**src/rtl/delay_line_ctrl_pkg.sv**
```systemverilog
// Shared state encoding and default widths for the operand delay-line sequencer.
package definition;

  localparam int DEF_DATA_W = 16;
  localparam int DEF_DEPTH  = 2;
  localparam int DEF_LEN_W  = 8;

  typedef enum logic [1:0] {
    IDLE  = 2'd0,
    LOAD  = 2'd1,
    DRAIN = 2'd2,
    DONE  = 2'd3
  } dlc_state_e;

  // Width of one pipe stage: {valid, last, data}.
  function automatic int beat_w(input int data_w);
    return data_w + 2;
  endfunction

endpackage

```
**src/rtl/delay_line_ctrl_delay_pipe.sv**
```systemverilog
// Fixed-depth register chain carrying {valid, last, data}; advances every cycle.
module delay_pipe #(
  parameter int W     = 18,
  parameter int DEPTH = 2
) (
  input  logic         clk,
  input  logic         rstn,
  input  logic [W-1:0] i_beat,
  output logic [W-1:0] o_beat,
  output logic         o_any_valid
);

  logic [W-1:0] r_stage [DEPTH];
  logic         w_any_valid;

  // Shift chain: stage 0 takes the new beat, every other stage takes its predecessor.
  always_ff @(posedge clk or negedge rstn) begin
    if (!rstn) begin
      for (int i = 0; i < DEPTH; i++) begin
        r_stage[i] <= {W{1'b0}};
      end
    end else begin
      r_stage[0] <= i_beat;
      for (int i = 1; i < DEPTH; i++) begin
        r_stage[i] <= r_stage[i-1];
      end
    end
  end

  // Valid beats that will still be inside the pipe after the next edge (output stage excluded).
  always_comb begin
    w_any_valid = 1'b0;
    for (int i = 0; i < DEPTH - 1; i++) begin
      w_any_valid = w_any_valid | r_stage[i][W-1];
    end
  end

  assign o_beat      = r_stage[DEPTH-1];
  assign o_any_valid = w_any_valid;

endmodule

```
**src/rtl/delay_line_ctrl.sv**
```systemverilog
// Burst sequencer: accepts cfg_len beats, pushes them through a DEPTH-stage
// delay pipe, tags the final beat and pulses done once the pipe has drained.
module delay_line_ctrl
  import definition::*;
#(
  parameter int DATA_W = DEF_DATA_W,
  parameter int DEPTH  = DEF_DEPTH,
  parameter int LEN_W  = DEF_LEN_W
) (
  input  logic              clk,
  input  logic              rstn,
  input  logic              start,
  input  logic [LEN_W-1:0]  cfg_len,
  input  logic              in_valid,
  output logic              in_ready,
  input  logic [DATA_W-1:0] in_data,
  output logic              out_valid,
  output logic [DATA_W-1:0] out_data,
  output logic              out_last,
  output logic              busy,
  output logic              done
);

  localparam int BEAT_W = beat_w(DATA_W);

  dlc_state_e        r_state;
  dlc_state_e        w_state_nxt;
  logic [LEN_W-1:0]  r_len_q;
  logic [LEN_W-1:0]  r_cnt;
  logic              w_accept;
  logic              w_is_last;
  logic              w_any_valid;
  logic [BEAT_W-1:0] w_pipe_in;
  logic [BEAT_W-1:0] w_pipe_out;

  assign in_ready  = (r_state == LOAD);
  assign busy      = (r_state != IDLE);
  assign done      = (r_state == DONE);
  assign w_accept  = in_valid && in_ready;
  assign w_is_last = (r_cnt == (r_len_q - LEN_W'(1'b1)));

  // Data is gated to zero on bubbles so in_data is never captured unless accepted.
  assign w_pipe_in = {w_accept, w_accept && w_is_last,
                      (w_accept ? in_data : {DATA_W{1'b0}})};

  // Next-state decision for the burst sequencer.
  always_comb begin
    w_state_nxt = r_state;
    case (r_state)
      IDLE: begin
        if (start) begin
          w_state_nxt = (cfg_len != {LEN_W{1'b0}}) ? LOAD : DONE;
        end else begin
          w_state_nxt = IDLE;
        end
      end
      LOAD: begin
        if (w_accept && w_is_last) begin
          w_state_nxt = DRAIN;
        end else begin
          w_state_nxt = LOAD;
        end
      end
      DRAIN: begin
        if (!w_any_valid) begin
          w_state_nxt = DONE;
        end else begin
          w_state_nxt = DRAIN;
        end
      end
      DONE:    w_state_nxt = IDLE;
      default: w_state_nxt = IDLE;
    endcase
  end

  // State, captured burst length and accepted-beat counter.
  always_ff @(posedge clk or negedge rstn) begin
    if (!rstn) begin
      r_state <= IDLE;
      r_len_q <= {LEN_W{1'b0}};
      r_cnt   <= {LEN_W{1'b0}};
    end else begin
      r_state <= w_state_nxt;
      if ((r_state == IDLE) && start) begin
        r_len_q <= cfg_len;
        r_cnt   <= {LEN_W{1'b0}};
      end else if (w_accept) begin
        r_cnt   <= r_cnt + LEN_W'(1'b1);
      end
    end
  end

  delay_pipe #(
    .W     (BEAT_W),
    .DEPTH (DEPTH)
  ) u_delay_pipe (
    .clk         (clk),
    .rstn        (rstn),
    .i_beat      (w_pipe_in),
    .o_beat      (w_pipe_out),
    .o_any_valid (w_any_valid)
  );

  assign out_valid = w_pipe_out[BEAT_W-1];
  assign out_last  = w_pipe_out[BEAT_W-2];
  assign out_data  = w_pipe_out[DATA_W-1:0];

endmodule

```
**config.mk**
```make
export PLATFORM = sky130hd
export DESIGN_NAME = delay_line_ctrl
export DESIGN_NICKNAME = d
export VERILOG_FILES = /design/src/rtl/delay_line_ctrl_pkg.sv /design/src/rtl/delay_line_ctrl_delay_pipe.sv /design/src/rtl/delay_line_ctrl.sv
export SDC_FILE = /design/constraint.sdc
export NUM_CORES = 1
export LEC_CHECK = 0
export ABC_AREA = 1
export CAP_MARGIN = 20
export CORE_MARGIN = 10
export CORE_UTILIZATION = 30
export CTS_CLUSTER_DIAMETER = 120
export DETAILED_ROUTE_END_ITERATION = 6
export PLACE_DENSITY = 0.51
export SYNTH_ARGS = -nofsm -noshare
export SYNTH_HDL_FRONTEND = slang
export SYNTH_SLANG_ARGS = --single-unit
```
**constraint.sdc**
```tcl
create_clock -name clk -period 4.85 [get_ports clk]
set_clock_uncertainty 0.1 [all_clocks]
set_input_delay 1.2125 -clock clk [delete_from_list [all_inputs] [get_ports clk]]
set_output_delay 1.2125 -clock clk [all_outputs]
set_load 0.01 [all_outputs]
```
Yosys cells after proc, flatten, opt, wreduce, memory -nomap -nowiden
Cells that the tools add are included.
- $add $sub $neg: 2
- equal/unequal tests: 4
- multiplexer cells: 8
- reductions and logical operators: 7
- operator list (operator ; count):
    $mux 16 ; 1
    $mux 8 ; 2
    $add 8x1->8 const B ; 1
    $eq 8x8->1 ; 1
    $pmux 2 s4 ; 1
    $reduce_bool 8->1 ; 1
    $sub 8x1->8 const B ; 1
    $mux 2 ; 3
    $eq 2x2->1 const B ; 2
    $reduce_bool 2->1 ; 2
    $logic_and 1x1->1 ; 3
    $eq 2x1->1 const B ; 1
    $logic_not 2->1 ; 1
    $mux 1 ; 1
- register bits after elaboration: 54
- input bits: 28
- output and inout port bits: 21

Logic depth before layout (Yosys ltp)
- depth in word-level cells: 5
- gate-level depth with buffers: 13
- mapped depth without buffers: 13

Modules after synthesis
Synthesis repeated with hierarchy kept, for this count alone.
- cells, all modules: 251
- area total of the unflattened synthesis: 2290.9 µm²
- modules (own cells, without submodules) (module ; instances ; cells an instance ; area an instance (µm²) ; seq. area each (µm²)):
    delay_line_ctrl ; 1 ; 197 ; 1255.0 ; 450.4
    delay_pipe ; 1 ; 54 ; 1036.0 ; 900.9

Worst setup path after synthesis
No wires, ideal clock.
- path kind: input port to flip-flop
- start point: input in_valid
- end point: register r_cnt[7]
- arrival time: 1750 ps
- setup slack: 2881 ps
- stages on the path: 7
- path buffers: 0
- path through: nand2_4 nor2_4 nand2_2 nor3_2 nand3_1 nand2_1 nor2_1
- word-level cells in the longest chain between the ends: 2
- RTL lines (element ; RTL line ; source):
    from (decl) ; delay_line_ctrl.sv:14 ; input logic in_valid,
    $logic_and 1x1->1 ; delay_line_ctrl.sv:39 ; assign w_accept = in_valid && in_ready;
    $reduce_bool 2->1 (no line) ; -- ;
    to (signal assigned) ; delay_line_ctrl.sv:81 ; r_cnt <= {LEN_W{1'b0}};
    to (signal assigned) ; delay_line_ctrl.sv:86 ; r_cnt <= {LEN_W{1'b0}};
    to (signal assigned) ; delay_line_ctrl.sv:88 ; r_cnt <= r_cnt + LEN_W'(1'b1);
    to (decl) ; delay_line_ctrl.sv:29 ; logic [LEN_W-1:0] r_cnt;
No other way between the ends.
A chain may end at the register's enable or synchronous reset.

Worst setup path after layout
- start point: register r_state[1]
- end point: output in_ready
- word-level cells in the longest chain between the ends: 1
- RTL lines (element ; RTL line ; source):
    from (decl) ; delay_line_ctrl.sv:26 ; dlc_state_e r_state;
    from (signal assigned) ; delay_line_ctrl.sv:83 ; r_state <= w_state_nxt;
    $eq 2x1->1 ; delay_line_ctrl.sv:36 ; assign in_ready = (r_state == LOAD);
    to (decl) ; delay_line_ctrl.sv:15 ; output logic in_ready,
No other way between the ends.

==> flow_metrics.env <==
export IMPL_status="finished clean"
export IMPL_rsz0062_at_grt="no"
export IMPL_nFillCells=739
export IMPL_grt_pass1_wl_um=7780
export IMPL_root_buffer="clkbuf_8"
export IMPL_grt_pass1_vias=1587
export IMPL_finalSetupViolCount=0
export IMPL_ios=49
export IMPL_fmax_mhz=352
export IMPL_finalSetupTns_ns=0
export IMPL_ys_seq_elements=54
export IMPL_drt_total_wl_um=4590
export IMPL_hold_viol_final=0
export IMPL_yosys_area_top_type="dfrtp_1"
export IMPL_ant_nets=0
export IMPL_r2r_start="r_len_q[0]"
export IMPL_path_clk_slew_ns=0.10
export IMPL_yosysTopAreaCellShare_pct=59.5
export IMPL_num_rows=31
export IMPL_instances_no_fill=379
export IMPL_period_share_pct=58.5
export IMPL_cts_tree="done"
export IMPL_crit_start="r_state[1]"
export IMPL_synth_nets=273
export IMPL_cp_start_kind="flip-flop"
export IMPL_coreArea_um2=7290
export IMPL_clockBufferDepth=2
export IMPL_post_dp_hpwl_um=3370
export IMPL_wl_per_cell_um=12.1
export IMPL_drtIter0Drc=62
export IMPL_pre_cts_ws_ns=2.09
export IMPL_cap_violations=0
export IMPL_ys_top_cells_by_area="dfrtp_1 59%, nand2_1 7.3%, inv_1 6.4%, buf_4 5.3%, nor2_1 5.3%"
export IMPL_die_w_um=107
export IMPL_vias=1570
export IMPL_portBuffers=48
export IMPL_yosysSeqAreaShare_pct=59.5
export IMPL_drv_slew=0
export IMPL_cts_repair_resized=0
export IMPL_die_area_um2=11500
export IMPL_design_area_um2=2860
export IMPL_hold_start="u_delay_pipe.r_stage[27]"
export IMPL_power_density_nw_per_um2=487
export IMPL_grt_max_degree=55
export IMPL_globalplace_congestion=0.767
export IMPL_ir_drop_v=0.000144
export IMPL_diodes=0
export IMPL_dp_cells=371
export IMPL_cp_max_fo=5
export IMPL_syn_area_um2=2270
export IMPL_die_h_um=107
export IMPL_layout_common_cells="54 x dfrtp_1, 47 x clkdlybuf4s50_1, 44 x nand2_1"
export IMPL_post_cts_buffers=0
export IMPL_worstPathArrival_ns=1.53
export IMPL_fin_nets=309
export IMPL_synth_warnings=0
export IMPL_dr_pass1_iters=4
export IMPL_clock_sinks=54
export IMPL_cts_buffers=5
export IMPL_post_dp_cell_area_um2=2740
export IMPL_viasPerCell=4.14
export IMPL_grt_overflow=0
export IMPL_drc=0
export IMPL_clk_insertion_delay_late_ns=0.32
export IMPL_crit_required_ns=3.54
export IMPL_hold_class="flip-flop to flip-flop"
export IMPL_cts_hold_buffers=0
export IMPL_htree_num_levels=2
export IMPL_final_util_pct=39.2
export IMPL_synth_cells=243
export IMPL_setup_ws_ns=2.01
export IMPL_layout_commonest_cell="dfrtp_1"
export IMPL_path_class="flip-flop to output pin"
export IMPL_finalCriticalPeriod_ns=2.84
export IMPL_relSlewSlack_pct=54.9
export IMPL_power_leakage_nw=1.43
export IMPL_grt_usage_pct=8.44
export IMPL_worst_slew_pin_slew_ns=0.676
export IMPL_avgSynthCellArea_um2=9.35
export IMPL_initial_core_util_pct=31.2
export IMPL_end_kind="output pin"
export IMPL_syn_to_final_growth_pct=25.9
export IMPL_drive_gt1_share_pct=6.79
export IMPL_synth_cell_type_count=25
export IMPL_antenna_found_initial=0
per-layer routing:
| layer | wire (µm) | track usage (%) | vias up |
|---|---|---|---|
| li1 | - | - | 792 |
| met1 | 2090 | 10.4 | 742 |
| met2 | 2190 | 13.1 | 29 |
| met3 | 220 | 2.57 | 7 |
| met4 | 88 | 4.16 | 0 |
| met5 | 0 | 0 | - |
worst max-delay path, stage by stage (launching register included):
cell and delay, ns:
dfrtp_1 0.47, nor2_4 0.18, clkdlybuf4s50_1 0.56
cells in the mapped netlist:
cell,number
o21ai_1,2
nand2_4,1
nor2_2,1
dfrtp_1,54
nand3_2,1
nand3_1,14
inv_1,39
nor3_2,1
nor3_4,1
nor2_4,2
xor2_1,3
nand2_1,44
xnor2_1,1
buf_2,4
nor3_1,2
ha_1,2
buf_4,16
inv_2,1
nand3b_1,1
nor2_1,32
o21ai_0,13
a21oi_1,5
nor4_1,1
a32oi_1,1
nand2_2,1
cell type report:
class	count	area (µm²)	share of cell area [%]
flip-flops and latches	54	1350	47.2
repair buffers	49	483	16.9
multi-input cells	129	631	22.0
well taps	99	124	4.33
clock buffers	6	82.6	2.89
clock inverters	2	38.8	1.36
inverters	40	150	5.25
registers in the layout, indices dropped and copies added, names as in the netlist:
signal and count:
u_delay_pipe.o_beat 18, u_delay_pipe.r_stage 17, r_cnt 8, r_len_q 8, r_state 2, u_delay_pipe.o_any_valid 1
report_power, final:
| part | total, mW | switching [mW] | internal, mW |
|---|---|---|---|
| combinational | 0.429 | 0.248 | 0.181 |
| clock | 0.323 | 0.153 | 0.170 |
| sequential | 0.640 | 0.0820 | 0.558 |
| total | 1.39 | 0.483 | 0.909 |
path summary, 6_finish.rpt:
check / to / cells after the start / slack, ns
min: u_delay_pipe.o_beat[9] / 0 / 0.25
min in group asynchronous: u_delay_pipe.o_beat[8] / 2 / 0.91
max in group asynchronous: r_len_q[6] / 2 / 3.29
max: in_ready / 2 / 2.01
max reg2reg: r_state[0] / 11 / 3.02
min reg2reg: u_delay_pipe.o_beat[9] / 0 / 0.25
per-stage QoR:
stage                     hold slack [ns]  total power [mW]
after floorplan                     0.231             0.947
after global placement              0.232              1.08
after detailed placement            0.235              1.08
after CTS                           0.257              1.41
after global routing                0.260              1.50
final                               0.249              1.39
kinds of logic (layout without fill, tap and decap cells):
logic type	count (synthesis)	after routing	share of synthesized area, %
AND/OR/NAND/NOR	102	102	20.3
flip-flops	54	54	59.5
AO/OA/AOI/OAI	21	21	4.79
XOR/XNOR	4	4	1.54
buffers and inverters	60	97	12.8
adder cells (fa/ha/maj)	2	2	1.10
No activity file was read; power rests on OpenSTA's default activity.
